[config.mk]
export PLATFORM = sky130hd
export DESIGN_NAME = serial_subtractor_flat
export DESIGN_NICKNAME = d
export VERILOG_FILES = /design/src/rtl/serial_subtractor_if.sv /design/src/rtl/serial_subtractor.sv /design/src/flat_wrapper.sv
export SDC_FILE = /design/constraint.sdc
export NUM_CORES = 1
export LEC_CHECK = 0
export BUFFER_PORTS_ARGS = -buffer_cell sky130_fd_sc_hd__buf_4
export CAP_MARGIN = 15
export CORE_ASPECT_RATIO = 2
export CORE_MARGIN = 2
export CORE_UTILIZATION = 30
export CTS_BUF_LIST = sky130_fd_sc_hd__clkbuf_4 sky130_fd_sc_hd__clkbuf_8
export DETAILED_ROUTE_END_ITERATION = 8
export PLACE_DENSITY = 0.52
export SLEW_MARGIN = 20
export SYNTH_ARGS = -nofsm -noshare
export SYNTH_HDL_FRONTEND = slang
export SYNTH_SLANG_ARGS = --single-unit
[constraint.sdc]
create_clock -name clk -period 3.65 [get_ports clk]
set_clock_uncertainty 0.2 [all_clocks]
set_input_delay 0.1825 -clock clk [delete_from_list [all_inputs] [get_ports clk]]
set_output_delay 0.1825 -clock clk [all_outputs]
set_load 0.05 [all_outputs]
[src/rtl/serial_subtractor_if.sv]
//------------------------------------------------------------------------------
// serial_subtractor_if : request/result bundle for the bit-serial subtractor.
// Revision: 1.0
//------------------------------------------------------------------------------
`default_nettype none

interface serial_subtractor_if #(
    parameter int WIDTH = 3
);
    logic             start;
    logic [WIDTH-1:0] a;
    logic [WIDTH-1:0] b;
    logic             bin;
    logic             busy;
    logic             done;
    logic [WIDTH-1:0] diff;
    logic [WIDTH-1:0] bout;

    modport master (
        output start, a, b, bin,
        input  busy, done, diff, bout
    );

    modport slave (
        input  start, a, b, bin,
        output busy, done, diff, bout
    );
endinterface

`default_nettype wire

[src/rtl/serial_subtractor.sv]
//------------------------------------------------------------------------------
// serial_subtractor : bit-serial ripple-borrow subtractor, a - b - bin, LSB first.
// Revision: 1.0
//------------------------------------------------------------------------------
`default_nettype none

module serial_subtractor #(
    parameter int WIDTH = 3
) (
    input  wire logic          clk,
    input  wire logic          areset,
    serial_subtractor_if.slave bus
);

    localparam int CNT_W = (WIDTH > 1) ? $clog2(WIDTH) : 1;
    localparam logic [CNT_W-1:0] C_LAST = CNT_W'(WIDTH - 1);

    typedef enum logic [1:0] {
        S_IDLE = 2'd0,
        S_RUN  = 2'd1,
        S_DONE = 2'd2
    } state_t;

    state_t           r_state;
    logic [WIDTH-1:0] r_a;
    logic [WIDTH-1:0] r_b;
    logic             r_br;
    logic [CNT_W-1:0] r_cnt;
    logic [WIDTH-1:0] r_dsh;
    logic [WIDTH-1:0] r_bsh;
    logic [WIDTH-1:0] r_diff;
    logic [WIDTH-1:0] r_bout;
    logic             r_busy;
    logic             r_done;

    logic             w_ai;
    logic             w_bi;
    logic             w_d;
    logic             w_br_nxt;
    logic [WIDTH-1:0] w_dsh_nxt;
    logic [WIDTH-1:0] w_bsh_nxt;

    // Single shared full-subtractor cell, steered by the bit counter.
    always_comb begin
        w_ai      = r_a[r_cnt];
        w_bi      = r_b[r_cnt];
        w_d       = w_ai ^ w_bi ^ r_br;
        w_br_nxt  = (~w_ai & w_bi) | (~(w_ai ^ w_bi) & r_br);
        w_dsh_nxt = r_dsh;
        w_bsh_nxt = r_bsh;
        w_dsh_nxt[r_cnt] = w_d;
        w_bsh_nxt[r_cnt] = w_br_nxt;
    end

    always_ff @(posedge clk or posedge areset) begin
        if (areset) begin
            r_state <= S_IDLE;
            r_a     <= '0;
            r_b     <= '0;
            r_br    <= 1'b0;
            r_cnt   <= '0;
            r_dsh   <= '0;
            r_bsh   <= '0;
            r_diff  <= '0;
            r_bout  <= '0;
            r_busy  <= 1'b0;
            r_done  <= 1'b0;
        end else begin
            case (r_state)
                S_RUN: begin
                    r_dsh <= w_dsh_nxt;
                    r_bsh <= w_bsh_nxt;
                    r_br  <= w_br_nxt;
                    if (r_cnt == C_LAST) begin
                        // Results leave the shift registers in one step so the
                        // visible outputs never show a partial word.
                        r_diff  <= w_dsh_nxt;
                        r_bout  <= w_bsh_nxt;
                        r_done  <= 1'b1;
                        r_busy  <= 1'b0;
                        r_state <= S_DONE;
                    end else begin
                        r_cnt <= r_cnt + 1'b1;
                    end
                end
                default: begin
                    // IDLE and DONE both accept a new request.
                    r_done <= 1'b0;
                    if (bus.start) begin
                        r_a     <= bus.a;
                        r_b     <= bus.b;
                        r_br    <= bus.bin;
                        r_cnt   <= '0;
                        r_dsh   <= '0;
                        r_bsh   <= '0;
                        r_busy  <= 1'b1;
                        r_state <= S_RUN;
                    end else begin
                        r_state <= S_IDLE;
                    end
                end
            endcase
        end
    end

    assign bus.busy = r_busy;
    assign bus.done = r_done;
    assign bus.diff = r_diff;
    assign bus.bout = r_bout;

endmodule

`default_nettype wire

[src/flat_wrapper.sv]
// flat-port wrapper written by rule: the top's interface ports become plain ports
module serial_subtractor_flat 
#(
    parameter int WIDTH = 3
)
  (clk, areset, bus_start, bus_a, bus_b, bus_bin, bus_busy, bus_done, bus_diff, bus_bout);
  serial_subtractor_if #(.WIDTH(WIDTH)) bus_i ();
  input  wire logic clk;
  input  wire logic areset;
  input wire logic [$bits(bus_i.start)-1:0] bus_start;
  input wire logic [$bits(bus_i.a)-1:0] bus_a;
  input wire logic [$bits(bus_i.b)-1:0] bus_b;
  input wire logic [$bits(bus_i.bin)-1:0] bus_bin;
  output wire logic [$bits(bus_i.busy)-1:0] bus_busy;
  output wire logic [$bits(bus_i.done)-1:0] bus_done;
  output wire logic [$bits(bus_i.diff)-1:0] bus_diff;
  output wire logic [$bits(bus_i.bout)-1:0] bus_bout;
  assign bus_i.start = bus_start;
  assign bus_i.a = bus_a;
  assign bus_i.b = bus_b;
  assign bus_i.bin = bus_bin;
  assign bus_busy = bus_i.busy;
  assign bus_done = bus_i.done;
  assign bus_diff = bus_i.diff;
  assign bus_bout = bus_i.bout;
  serial_subtractor #(.WIDTH(WIDTH)) u_core (.clk(clk), .areset(areset), .bus(bus_i));
endmodule
; ---- Word-level counts from Yosys, hierarchy flattened
; Cells that the tools add are included.
[word_totals]
regBits = 25
latchBits = 0
ram_bits = 0
rom_bits = 0
word_cells = 56
mem_count = 0
[op_classes]
add_sub_neg = 1
multipliers = 0
div = 0
n_lt_le_gt_ge = 2
n_eq_ne = 4
shift = 0
mux = 24
n_bitwise = 8
reduce_logical = 6
[op_table]
columns = op, n
row1 = $mux W1, 11
row2 = $mux W2, 5
row3 = $mux W3, 3
row4 = $reduce_and A2 Y1, 4
row5 = $bwmux W3, 2
row6 = $bmux W1 S2, 2
row7 = $lt A2 B3 Y1 const B, 1
row8 = $not A1 Y1, 3
row9 = $add A2 B1 Y2 const B, 1
row10 = $and A1 B1 Y1, 2
row11 = $demux W1 S2, 1
row12 = $eq A2 B1 Y1 const B, 1
row13 = $eq A2 B2 Y1 const B, 1
row14 = $ge A2 B1 Y1 const B, 1
row15 = $ne A2 B1 Y1 const B, 1
row16 = $ne A2 B2 Y1 const B, 1
row17 = $reduce_bool A2 Y1, 1
row18 = $xor A1 B1 Y1, 2
row19 = $logic_and A1 B1 Y1, 1
row20 = $or A1 B1 Y1, 1

; ---- Depth between registers and ports, before layout
[depth]
depth_word = 8
ltp_mapped = 7
depth_no_buf = 7

; ---- Least setup slack after synthesis
; No wires, ideal clock.
[synth_path]
path_kind = register to register
start = register u_core.r_cnt[0]
end = register u_core.r_diff[2] (netlist: u_core.bus.diff[2])
arrival_time_ns = 1.591
required_time_ns = 3.325
path_slack_ns = 1.735
stages_incl_launch_ff = 6
n_path_buf = 0
synth_period_minus_slack_ns = 1.915
cell_sequence = dfrtp_1 mux2i_1 nor2_1 a31oi_1 fa_1 mux2_2
[synth_between]
elab_chain_len = 5
[synth_rtl]
columns = element, line_no
row1 = "start, declared", serial_subtractor.sv:28  ; logic [CNT_W-1:0] r_cnt;
row2 = "start signal, assigned", serial_subtractor.sv:83  ; r_cnt <= r_cnt + 1'b1;
row3 = $lt A2 B3 Y1 (implied by the code) (tied with other cells), serial_subtractor.sv:51  ; w_dsh_nxt[r_cnt] = w_d;
row4 = $logic_and A1 B1 Y1 (implied by the code) (tied with other cells), serial_subtractor.sv:51
row5 = $mux W1 (implied by the code) or $xor A1 B1 Y1 (tied branches), "serial_subtractor.sv:51, serial_subtractor.sv:47"
row6 = $demux W1 S2 or $xor A1 B1 Y1 (tied branches), --
row7 = $bwmux W3, serial_subtractor.sv:51
row8 = "end signal, assigned", serial_subtractor.sv:77  ; r_diff <= w_dsh_nxt;
row9 = "end, declared", serial_subtractor.sv:31  ; logic [WIDTH-1:0] r_diff;
; Parallel ways exist; a longest one is shown, timed or not. The select of a mux whose other input is x is not followed.
; A chain may end at the register's enable or synchronous reset.

; ---- Final worst setup path
; Ends and elaborated chain as after synthesis.

==> metrics.txt <==
die area=4010 um^2; Worst-Margin Slew=0.823 ns; setup violators final=0; Mapped Nets=97; initial drt markers=4; synth warn=0; vias post-DR=708; switching pwr=0.000574 W; I/O pin total=18; CP required=3.61 ns; final period utilization=about 56%; Worst setup SP type=flop; commonest non-fill, non-tap cell in the layout=dfrtp_1; hold crit path type=in -> reg; area of the multi-input gates=439 um^2; Pleak=0.642 nW; final hold vios=0; commonest non-fill, non-tap cells in the layout=22 x dfrtp_1, 17 x buf_4, 8 x o21ai_0, 8 x dlygate4sd3_1; number of core rows=30; fin nets=around 120; setup TNS=0 ns; status=completed; Crit Path Category=reg -> reg; register area share after synthesis=52.5%; Num CTS Buffers=3; worst skew pair latency=0.27 ns; initial core utilization=31.0%; H-tree levels=1; CP Capture Type=flop; RSZ-0062 raised after global routing=false; CTS sink cnt=22; synthesis-stage register bit count=22; pin count of the biggest net entering global routing=23; vias in the first global route=761; clock buffer depth=2; CTS root buf=clkbuf_8; P_int=between 0.0007 and 0.0008 W; critical path peak fanout=5; final WL=2040 um; core area=between 3000 and 4000 um^2; Seq pwr share=about a third; gate count after technology mapping=83; Clock transition at path regs=~0.08 ns; post-route cell area=1320 um^2; post-synth design cell area=1050 um^2; Sw Share=between 40% and 50%; number of fill cells in the layout=340; vias per cell=5.02; Peak VDD IR=0.497 mV; first-pass GRT wire length=approximately 3600 um; sequential standard cell area=about 550 um^2; Die W=45.8 um; Worst EP arrival=1.98 ns; P&R area growth vs syn=25.4%; DIE HEIGHT=87.6 um; Distinct cells, synth=24; min Tclk post-route=2.03 ns; PortBufs=17; GPL Wtd Cong=0.755; share of cells above drive strength 1=28.4%; DR pass1 iterations=3; Tot GR Track Use=12.9%; TritonCTS clock tree=yes; antenna violations before repair=0; dpl cell area=1180 um^2; Pwr Density=slightly above 1000 nW/um^2; ANT nets after route=0; Comb pwr share=about 54%; FMAX=493 MHz; Clk pwr share=13.3%; Max Slew Vio Count=0; max-cap viol count=0; hpwl dp=between 1500 and 2000 um; DRC Markers=0; Slew HR=45.1%; GRT overflow=0; Post-CTS Setup Bufs=0; drt wl/cell=14.5 um; Avg Cell Area, Syn=12.6 um^2; antenna cells=0
[sequential cells by signal, indices dropped and copies added (netlist names)]
register         cells
u_core.bus.bout      3
u_core.bus.diff      3
u_core.r_a           3
u_core.r_b           3
u_core.r_bsh         2
u_core.r_cnt         2
u_core.r_dsh         2
u_core.bus.busy      1
u_core.bus.done      1
u_core.r_br          1
u_core.r_state       1
[final cells by class]
class	count	share of cell area, %
inverter	6	1.71
multi-input combinational	52	33.4
tap	32	3.04
timing repair buffer	25	15.8
sequential	22	41.9
clock buffer	4	4.19
[per-layer routing]
layer  global-route usage (%)  routed length (um)
met3                     1.86                  57
met4                     7.01                  55
met5                        0                   0
met2                     23.3                1240
met1                     13.3                 688
[metrics by stage]
stage	setup WS, ns	util (%)	instances	power (W)	hold slack, ns
2_1_floorplan	1.73	-	83	0.00100	-0.0283
3_3_place_gp	1.62	34.9	129	0.00117	0.202
3_5_place_dp	1.60	34.9	129	0.00118	0.212
4_1_cts	1.60	38.9	141	0.00136	0.0672
5_1_grt	1.51	38.9	141	0.00146	0.118
6_report	1.62	38.9	141	0.00134	0.0650
[power by group through the flow]
| stage | Sequential, W | Combinational (W) | Clock, W |
|---|---|---|---|
| floorplan | 0.000551 | 0.000452 | 0 |
| global placement | 0.000439 | 0.000730 | 0 |
| detailed placement | 0.000441 | 0.000736 | 0 |
| finish | 0.000433 | 0.000730 | 0.000178 |
| CTS | 0.000436 | 0.000745 | 0.000182 |
| global route | 0.000454 | 0.000814 | 0.000189 |
[worst paths after layout]
check,from,slack [ns],depth (start not counted),end
max,u_core.r_cnt[0],1.62,5,u_core.bus.diff[2]
min,bus_start,0.06,3,u_core.bus.busy
max reg2reg,u_core.r_cnt[0],1.62,5,u_core.bus.diff[2]
min reg2reg,u_core.bus.diff[1],0.29,2,u_core.bus.diff[1]
max in group asynchronous,areset,2.31,3,u_core.bus.bout[0]
min in group asynchronous,areset,0.43,3,u_core.r_a[1]
[repair_timing]
action | 4_1_cts | 5_1_grt
endpoints found under the setup margin | 0 | 0
resized for setup | 0 | 0
hold buffers | 8 | 0
endpoints found under the hold margin | 29 | 0
[logic make-up after synthesis]
logic type | Yosys count | share of synthesized area [%]
flops | 22 | 52.5
fa+ha+maj | 4 | 5.49
simple gates | 16 | 8.47
compound gates | 17 | 10.5
buf+inv | 9 | 5.61
mux | 15 | 17.4
[Yosys cell counts]
library cell	count	area share [%]
a21oi_1	1	0.48
a22o_1	3	2.5
a31oi_1	1	0.60
a32o_1	2	1.9
and2b_2	1	0.84
buf_12	1	1.9
buf_2	1	0.48
buf_6	1	1.1
dfrtp_1	22	53
fa_1	1	1.9
ha_1	3	3.6
inv_1	6	2.1
mux2_2	2	2.1
mux2_4	6	8.6
mux2i_1	7	6.7
nand2_1	7	2.5
nand2_8	1	1.9
nand2b_1	1	0.60
nand3_1	1	0.48
nand3b_1	1	0.72
nor2_1	4	1.4
o21ai_0	8	3.8
o21ai_1	1	0.48
o21bai_1	1	0.72
[critical path: stages (launching register included)]
cell	delay, ns
dfrtp_1	0.45
mux2i_1	0.20
nor2_1	0.06
a31oi_1	0.20
fa_1	0.51
mux2_2	0.29
No activity file was read; power rests on OpenSTA's default activity.
